<file path="src/rtl/divider.sv">
// Signed fixed-point divider, restoring shift-subtract, one quotient bit per cycle.
// out = sat(trunc(in1 * 2^(BITSIZE-2) / in2)), fixed latency.
module divider #(
  parameter int BITSIZE = 16
) (
  input  logic                      clk,
  input  logic                      rst_n,
  input  logic                      start,
  input  logic signed [BITSIZE-1:0] in1,
  input  logic signed [BITSIZE-1:0] in2,
  output logic signed [BITSIZE-1:0] out,
  output logic                      busy,
  output logic                      done,
  output logic                      div_by_zero
);

  localparam int NW = 2*BITSIZE-2;
  localparam int CW = $clog2(NW+1);

  localparam logic [NW-1:0] QMAX =
    {{(NW-BITSIZE+1){1'b0}}, {(BITSIZE-1){1'b1}}};
  localparam logic [NW-1:0] QNEG =
    {{(NW-BITSIZE){1'b0}}, 1'b1, {(BITSIZE-1){1'b0}}};
  localparam logic signed [BITSIZE-1:0] SMAX =
    {1'b0, {(BITSIZE-1){1'b1}}};
  localparam logic signed [BITSIZE-1:0] SMIN =
    {1'b1, {(BITSIZE-1){1'b0}}};

  typedef enum logic [1:0] {
    IDLE,
    DIV,
    SAT
  } state_e;

  state_e state_q, state_d;

  logic [CW-1:0]      cnt_q, cnt_d;
  logic [NW-1:0]      num_q, num_d;
  logic [NW-1:0]      quo_q, quo_d;
  logic [BITSIZE-1:0] rem_q, rem_d;
  logic [BITSIZE-1:0] den_q, den_d;
  logic               neg_q, neg_d;
  logic               aneg_q, aneg_d;
  logic               zero_q, zero_d;
  logic signed [BITSIZE-1:0] out_q, out_d;
  logic               done_q, done_d;
  logic               dbz_q, dbz_d;

  logic [BITSIZE-1:0] mag1, mag2;
  logic [BITSIZE:0]   rem_sh;
  logic [BITSIZE-1:0] rem_sub;
  logic               ge;

  // Unsigned magnitudes; the most negative value maps to 2^(BITSIZE-1) exactly.
  assign mag1 = in1[BITSIZE-1] ? BITSIZE'(-in1) : BITSIZE'(in1);
  assign mag2 = in2[BITSIZE-1] ? BITSIZE'(-in2) : BITSIZE'(in2);

  assign out         = out_q;
  assign done        = done_q;
  assign div_by_zero = dbz_q;
  assign busy        = (state_q != IDLE);

  // State, datapath and output registers.
  always_ff @(posedge clk or negedge rst_n) begin
    if (!rst_n) begin
      state_q <= IDLE;
      cnt_q   <= '0;
      num_q   <= '0;
      quo_q   <= '0;
      rem_q   <= '0;
      den_q   <= '0;
      neg_q   <= 1'b0;
      aneg_q  <= 1'b0;
      zero_q  <= 1'b0;
      out_q   <= '0;
      done_q  <= 1'b0;
      dbz_q   <= 1'b0;
    end else begin
      state_q <= state_d;
      cnt_q   <= cnt_d;
      num_q   <= num_d;
      quo_q   <= quo_d;
      rem_q   <= rem_d;
      den_q   <= den_d;
      neg_q   <= neg_d;
      aneg_q  <= aneg_d;
      zero_q  <= zero_d;
      out_q   <= out_d;
      done_q  <= done_d;
      dbz_q   <= dbz_d;
    end
  end

  // Next-state: accept, iterate one restoring step per cycle, then saturate.
  always_comb begin
    state_d = state_q;
    cnt_d   = cnt_q;
    num_d   = num_q;
    quo_d   = quo_q;
    rem_d   = rem_q;
    den_d   = den_q;
    neg_d   = neg_q;
    aneg_d  = aneg_q;
    zero_d  = zero_q;
    out_d   = out_q;
    dbz_d   = dbz_q;
    done_d  = 1'b0;
    rem_sh  = {rem_q, num_q[NW-1]};
    rem_sub = rem_sh[BITSIZE-1:0] - den_q;
    ge      = (rem_sh >= {1'b0, den_q});

    unique case (state_q)
      IDLE: begin
        if (start) begin
          state_d = DIV;
          cnt_d   = CW'(NW);
          num_d   = {mag1, {(BITSIZE-2){1'b0}}};
          quo_d   = '0;
          rem_d   = '0;
          den_d   = mag2;
          neg_d   = in1[BITSIZE-1] ^ in2[BITSIZE-1];
          aneg_d  = in1[BITSIZE-1];
          zero_d  = (in2 == '0);
        end
      end
      DIV: begin
        num_d = num_q << 1;
        quo_d = {quo_q[NW-2:0], ge};
        rem_d = ge ? rem_sub : rem_sh[BITSIZE-1:0];
        cnt_d = cnt_q - 1'b1;
        if (cnt_q == CW'(1)) begin
          state_d = SAT;
        end
      end
      SAT: begin
        state_d = IDLE;
        done_d  = 1'b1;
        dbz_d   = zero_q;
        if (zero_q) begin
          out_d = aneg_q ? SMIN : SMAX;
        end else if (!neg_q) begin
          out_d = (quo_q > QMAX) ? SMAX
                                 : $signed(quo_q[BITSIZE-1:0]);
        end else begin
          out_d = (quo_q > QNEG) ? SMIN
                                 : $signed(-quo_q[BITSIZE-1:0]);
        end
      end
      default: state_d = IDLE;
    endcase
  end

endmodule

</file>
<file path="config.mk">
export PLATFORM = sky130hd
export DESIGN_NAME = divider
export DESIGN_NICKNAME = d
export VERILOG_FILES = /design/src/rtl/divider.sv
export SDC_FILE = /design/constraint.sdc
export NUM_CORES = 1
export LEC_CHECK = 0
export CAP_MARGIN = 15
export CORE_MARGIN = 10
export CORE_UTILIZATION = 30
export CTS_BUF_LIST = sky130_fd_sc_hd__clkbuf_4 sky130_fd_sc_hd__clkbuf_8
export DETAILED_ROUTE_END_ITERATION = 10
export REMOVE_ABC_BUFFERS = 1
export SLEW_MARGIN = 25
export SYNTH_ARGS = -nofsm -noshare
export SYNTH_HDL_FRONTEND = slang
export SYNTH_SLANG_ARGS = --single-unit
</file>
<file path="constraint.sdc">
create_clock -name clk -period 3.1 [get_ports clk]
set_clock_uncertainty 0.1 [all_clocks]
set_input_delay 0.62 -clock clk [delete_from_list [all_inputs] [get_ports clk]]
set_output_delay 0.62 -clock clk [all_outputs]
set_load 0.03 [all_outputs]
</file>
---- After elaboration in Yosys (flattened, before gate mapping) ----
Index checks and enable logic that the tools add are counted.
cells by class
  eq/ne operators ......................... 5
  reduce and logical (&&, ||, !) cells .... 7
  add/sub/neg operators ................... 5
  muxes and demuxes ....................... 20
  bitwise gates (word level) .............. 1
  $lt $le $gt $ge ......................... 3
operators with widths
  operator                number
  $mux W16                9
  $pmux W30 S2            2
  $mux W30                2
  $neg A16 Y16            3
  $pmux W16 S2            1
  $gt A30 B15 Y1 const B  1
  $gt A30 B16 Y1 const B  1
  $ge A17 B16 Y1          1
  $logic_not A16 Y1       1
  $sub A16 B16 Y16        1
  $pmux W5 S2             1
  $reduce_and A2 Y1       3
  $eq A5 B1 Y1 const B    1
  $mux W5                 1
  $sub A5 B1 Y5 const B   1
  $mux W2                 2
  $ne A2 B2 Y1 const B    2
  $pmux W2 S2             1
  $reduce_bool A2 Y1      2
  $eq A2 B1 Y1 const B    1
  $eq A2 B2 Y1 const B    1
  $logic_not A2 Y1        1
  $mux W1                 1
  $xor A1 B1 Y1           1
storage, ports and cells
  word-level logic and storage cells ...... 53
  bits in registers ....................... 120
  bits of input ports ..................... 35
  output and inout bits ................... 19

---- Depth between registers and ports, before layout ----
  depth after elaboration ................. 4
  gate-level depth with buffers ........... 11

---- Least setup slack after synthesis ----
Ideal clock, no wire load.
  path kind ............................... register to register
  start ................................... register quo_q[0]
  end ..................................... register out_q[8] (netlist: out[8])
  cell stages (with the launch flop) ...... 10
  buffers on the path ..................... 1
  setup time .............................. 0.126 ns
  path slack .............................. 0.203 ns
  required time ........................... 2.874 ns
  data arrival time ....................... 2.671 ns
  cell sequence ........................... dfrtp_1 > inv_1 > ha_1 > or3b_1 > or3_2 > clkbuf_1 > nor3_1 > mux2_2 > a221o_2 > a221o_1
between the ends
  word-level cells in the longest chain between the ends .. 4
  elaborated cells on any way between the ends .. 7
  classes of those cells .................. add/sub: 1; order compare: 2; mux: 4
ends and longest elaborated chain
  what                                    line      RTL
  from (decl)                             39        logic [NW-1:0] quo_q, quo_d;
  from (signal assigned)                  82        quo_q <= quo_d;
  $gt A30 B15 Y1 (tied with other cells)  142       out_d = (quo_q > QMAX) ? SMAX
  $mux W16 (on tied branches)             142, 145
  $mux W16 (*)                            141       end else if (!neg_q) begin
  $mux W16 (*)                            139       if (zero_q) begin
  to (signal assigned)                    88        out_q <= out_d;
  to (decl)                               45        logic signed [BITSIZE-1:0] out_q, out_d;
Every way passes the cells marked *; elsewhere a longest branch is shown, timed or not.
A chain may end at the register's enable or synchronous reset.

---- Worst setup path in the final report ----
Same ends and word-level chain as after synthesis.

==> impl_metrics.json <==
{
  "wl_um": 14970,
  "cts.path.max_buffers": 2,
  "final_cell_area_um2": 7326,
  "slew-limit-headroom": 0.5114,
  "hpwl_um": 10960,
  "cts.sinks": 106,
  "powerDensity_nw_per_um2": 980.0,
  "synth_area_um2": 6267,
  "syn_to_final_growth_pct": 16.89,
  "hold_violations": 0,
  "vias": 5230,
  "netlist_instances": 721,
  "yosysWarnings": 0,
  "grt_usage": 0.1146,
  "synth_top_area_cell": "dfrtp_1",
  "worst_setup_path_start_kind": "register",
  "insertion_delay_ns": 0.39,
  "start_util": 0.3078,
  "tritoncts": "done",
  "drt_iter0_drc": 351,
  "dpl_cell_area_um2": 7109,
  "antennaDiodeCount": 0,
  "ios": 54,
  "h-tree-depth": 3,
  "gp_congestion": 0.8293,
  "rsz0062_at_grt": "false",
  "layout-drive-gt1-share": 0.06502,
  "fin_nets": 821,
  "crit_type": "reg2reg",
  "worstPathArrival_ns": 3.07,
  "cp-end-kind": "register",
  "max_freq_mhz": 344.9,
  "power.leakage_nw": 3.103,
  "grt_max_degree": 60,
  "crit_path_top_delay_cell": "dfrtp_1",
  "outcome": "complete, no violations",
  "drc_errors": 0,
  "drt-pass1-iter-count": 5,
  "synthArstFlopShare": 1.000,
  "r2r_cells": 8,
  "hold_ws_ns": 0.02068,
  "cts_buffers": 9,
  "wl_per_cell_um": 14.41,
  "std_cell_rows": 52,
  "yosysMostFrequentCell": "nand2_1",
  "layout.cells.non_filler": 1039,
  "place_inst": 1023,
  "max_stage_delay_ns": 0.44,
  "r2r_end": "out[8]",
  "cap_violations": 0,
  "ir_drop_mv": 0.3355,
  "place_ws_ns": 0.05104,
  "io_buffers": 53,
  "timing.final.crit_share": 0.9354,
  "clk_pin_slew_ns": 0.10,
  "reg2reg_slack_ns": 0.20,
  "setup_slack_ns": 0.2003,
  "synth-seq-area-share": 0.4232,
  "synth_area_per_cell_um2": 8.692,
  "fp.dieW_um": 164.5,
  "overflow": 0,
  "antenna_found_initial": 0,
  "synth_common_cells": "120 x nand2_1, 106 x dfrtp_1, 105 x o21ai_0",
  "synth_cell_types": 65,
  "finalSetupViolations": 0,
  "cts_setup_buffers": 0,
  "yosys-top-cells-area": "dfrtp_1 42%, o21ai_0 8.4%, nand2_1 7.2%",
  "worstHoldPathType": "in2async",
  "slew_viol_final": 0,
  "synth_edf_count": 0,
  "crit_chain": "inv_1 -> ha_1 -> or3b_1 -> or3_4 -> nor3_1 -> mux2_2 -> a221o_2 -> a221o_1",
  "crit_fanout": 7,
  "ys_ff_latch": 106,
  "root_buffer": "clkbuf_8",
  "via_per_inst": 5.034,
  "grt_pass1_vias": 5058,
  "grt_pass1_wl_um": 25640,
  "fin_crit_ns": 2.900,
  "synth_top_area_frac": 0.4232,
  "worstMarginPinSlew_ns": 0.7307,
  "antenna_left": 0,
  "synthFlopType": "dfrtp_1",
  "core_um2": 20360,
  "die_area_um2": 27070,
  "r2r-start": "quo_q[0]",
  "required_ns": 3.27,
  "die_y_um": 164.5
}
## placed cells by master, fill, tap and decap left out, types with 4 or more instances in the layout
cell type / instances
nand2_1: 120
nor2b_1: 6
xnor2_1: 10
mux2i_1: 15
and2_1: 4
or3_1: 13
a211oi_1: 4
xor2_1: 32
a221o_1: 4
nand3_1: 12
nor4_1: 7
nor2_1: 29
o41ai_1: 6
inv_1: 31
a21o_1: 5
a21oi_1: 39
a31oi_1: 7
nor3_1: 13
clkdlybuf4s50_1: 52
o211ai_1: 7
a211o_1: 4
clkbuf_8: 11
dfrtp_1: 106
ha_1: 21
o31ai_1: 10
buf_4: 17
a22oi_1: 14
o21ai_0: 105
nand2b_1: 6
o21a_1: 4
## final cells by class
cell class | instances | area [µm²]
fill | 2122 | 13040
multi-input combinational | 543 | 3311
sequential | 106 | 2653
timing repair buffer | 71 | 688.2
tap | 270 | 337.8
clock buffer | 11 | 151.4
inverter | 33 | 123.9
clock inverter | 5 | 61.31
## critical path, delay by kind of cell (launching register included)
family,cells,cell delay [ns]
AND/OR/NAND/NOR,3,0.96
buffers and inverters,1,0.10
adder cells (fa/ha/maj),1,0.18
multiplexers,1,0.35
AO/OA/AOI/OAI,2,0.66
flip-flops,1,0.44
## sequential cells by signal, indices dropped and copies added (netlist names)
signal / flops
neg_q: 1
cnt_q: 5
out: 16
quo_q: 30
num_q: 16
zero_q: 1
div_by_zero: 1
state_q: 2
done: 1
den_q: 16
aneg_q: 1
rem_q: 16
## worst max-delay path by stage
stage / endpoint / start / slack, ns
6_report: out[8] / quo_q[0] / 0.20
5_1_grt: rem_q[10] / den_q[12] / 0.02
4_1_cts: out[8] / quo_q[0] / 0.08
3_5_place_dp: num_q[27] / in1[4] / 0.05
3_3_place_gp: num_q[27] / in1[4] / 0.07
2_1_floorplan: num_q[15] / state_q[1] / -0.74
## metrics by stage
stage	setup TNS, ns	util	power [mW]
finish	0	0.3597	7.179
global route	0	0.3597	7.903
CTS	0	0.3595	7.217
detailed placement	0	0.3491	6.276
global placement	0	0.3491	6.217
floorplan	-17.30	-	5.194
## cells by family (layout without fill, tap and decap cells)
kind of cell,Yosys count,in the layout,synth area share
buffers and inverters,72,120,0.05071
adder cells (fa/ha/maj),22,22,0.04512
flip-flops,106,106,0.4232
AO/OA/AOI/OAI,228,228,0.2212
XOR/XNOR,42,42,0.05869
multiplexers,16,16,0.02575
AND/OR/NAND/NOR,235,235,0.1753
## report_power, final
| group | leakage [nW] | switching (mW) | total (mW) | internal (mW) |
|---|---|---|---|---|
| clock network | 0.110 | 0.501 | 0.923 | 0.422 |
| logic | 1.66 | 2.13 | 3.80 | 1.67 |
| registers | 1.34 | 0.491 | 2.45 | 1.96 |
## timing repair
item | in CTS | in global routing
hold buffers | 0 | 0
setup endpoints to repair | 0 | 1
hold endpoints to repair | 0 | 0
gates resized for setup | 0 | 1
## layer usage
layer / share of wire / track usage / up-vias
met2: 0.44 / 0.1772 / 98
met4: 0.011 / 0.03341 / 0
met3: 0.042 / 0.02465 / 12
li1: - / - / 2651
met5: 0 / 0 / -
met1: 0.51 / 0.1572 / 2469
No activity file was read; power rests on OpenSTA's default activity.
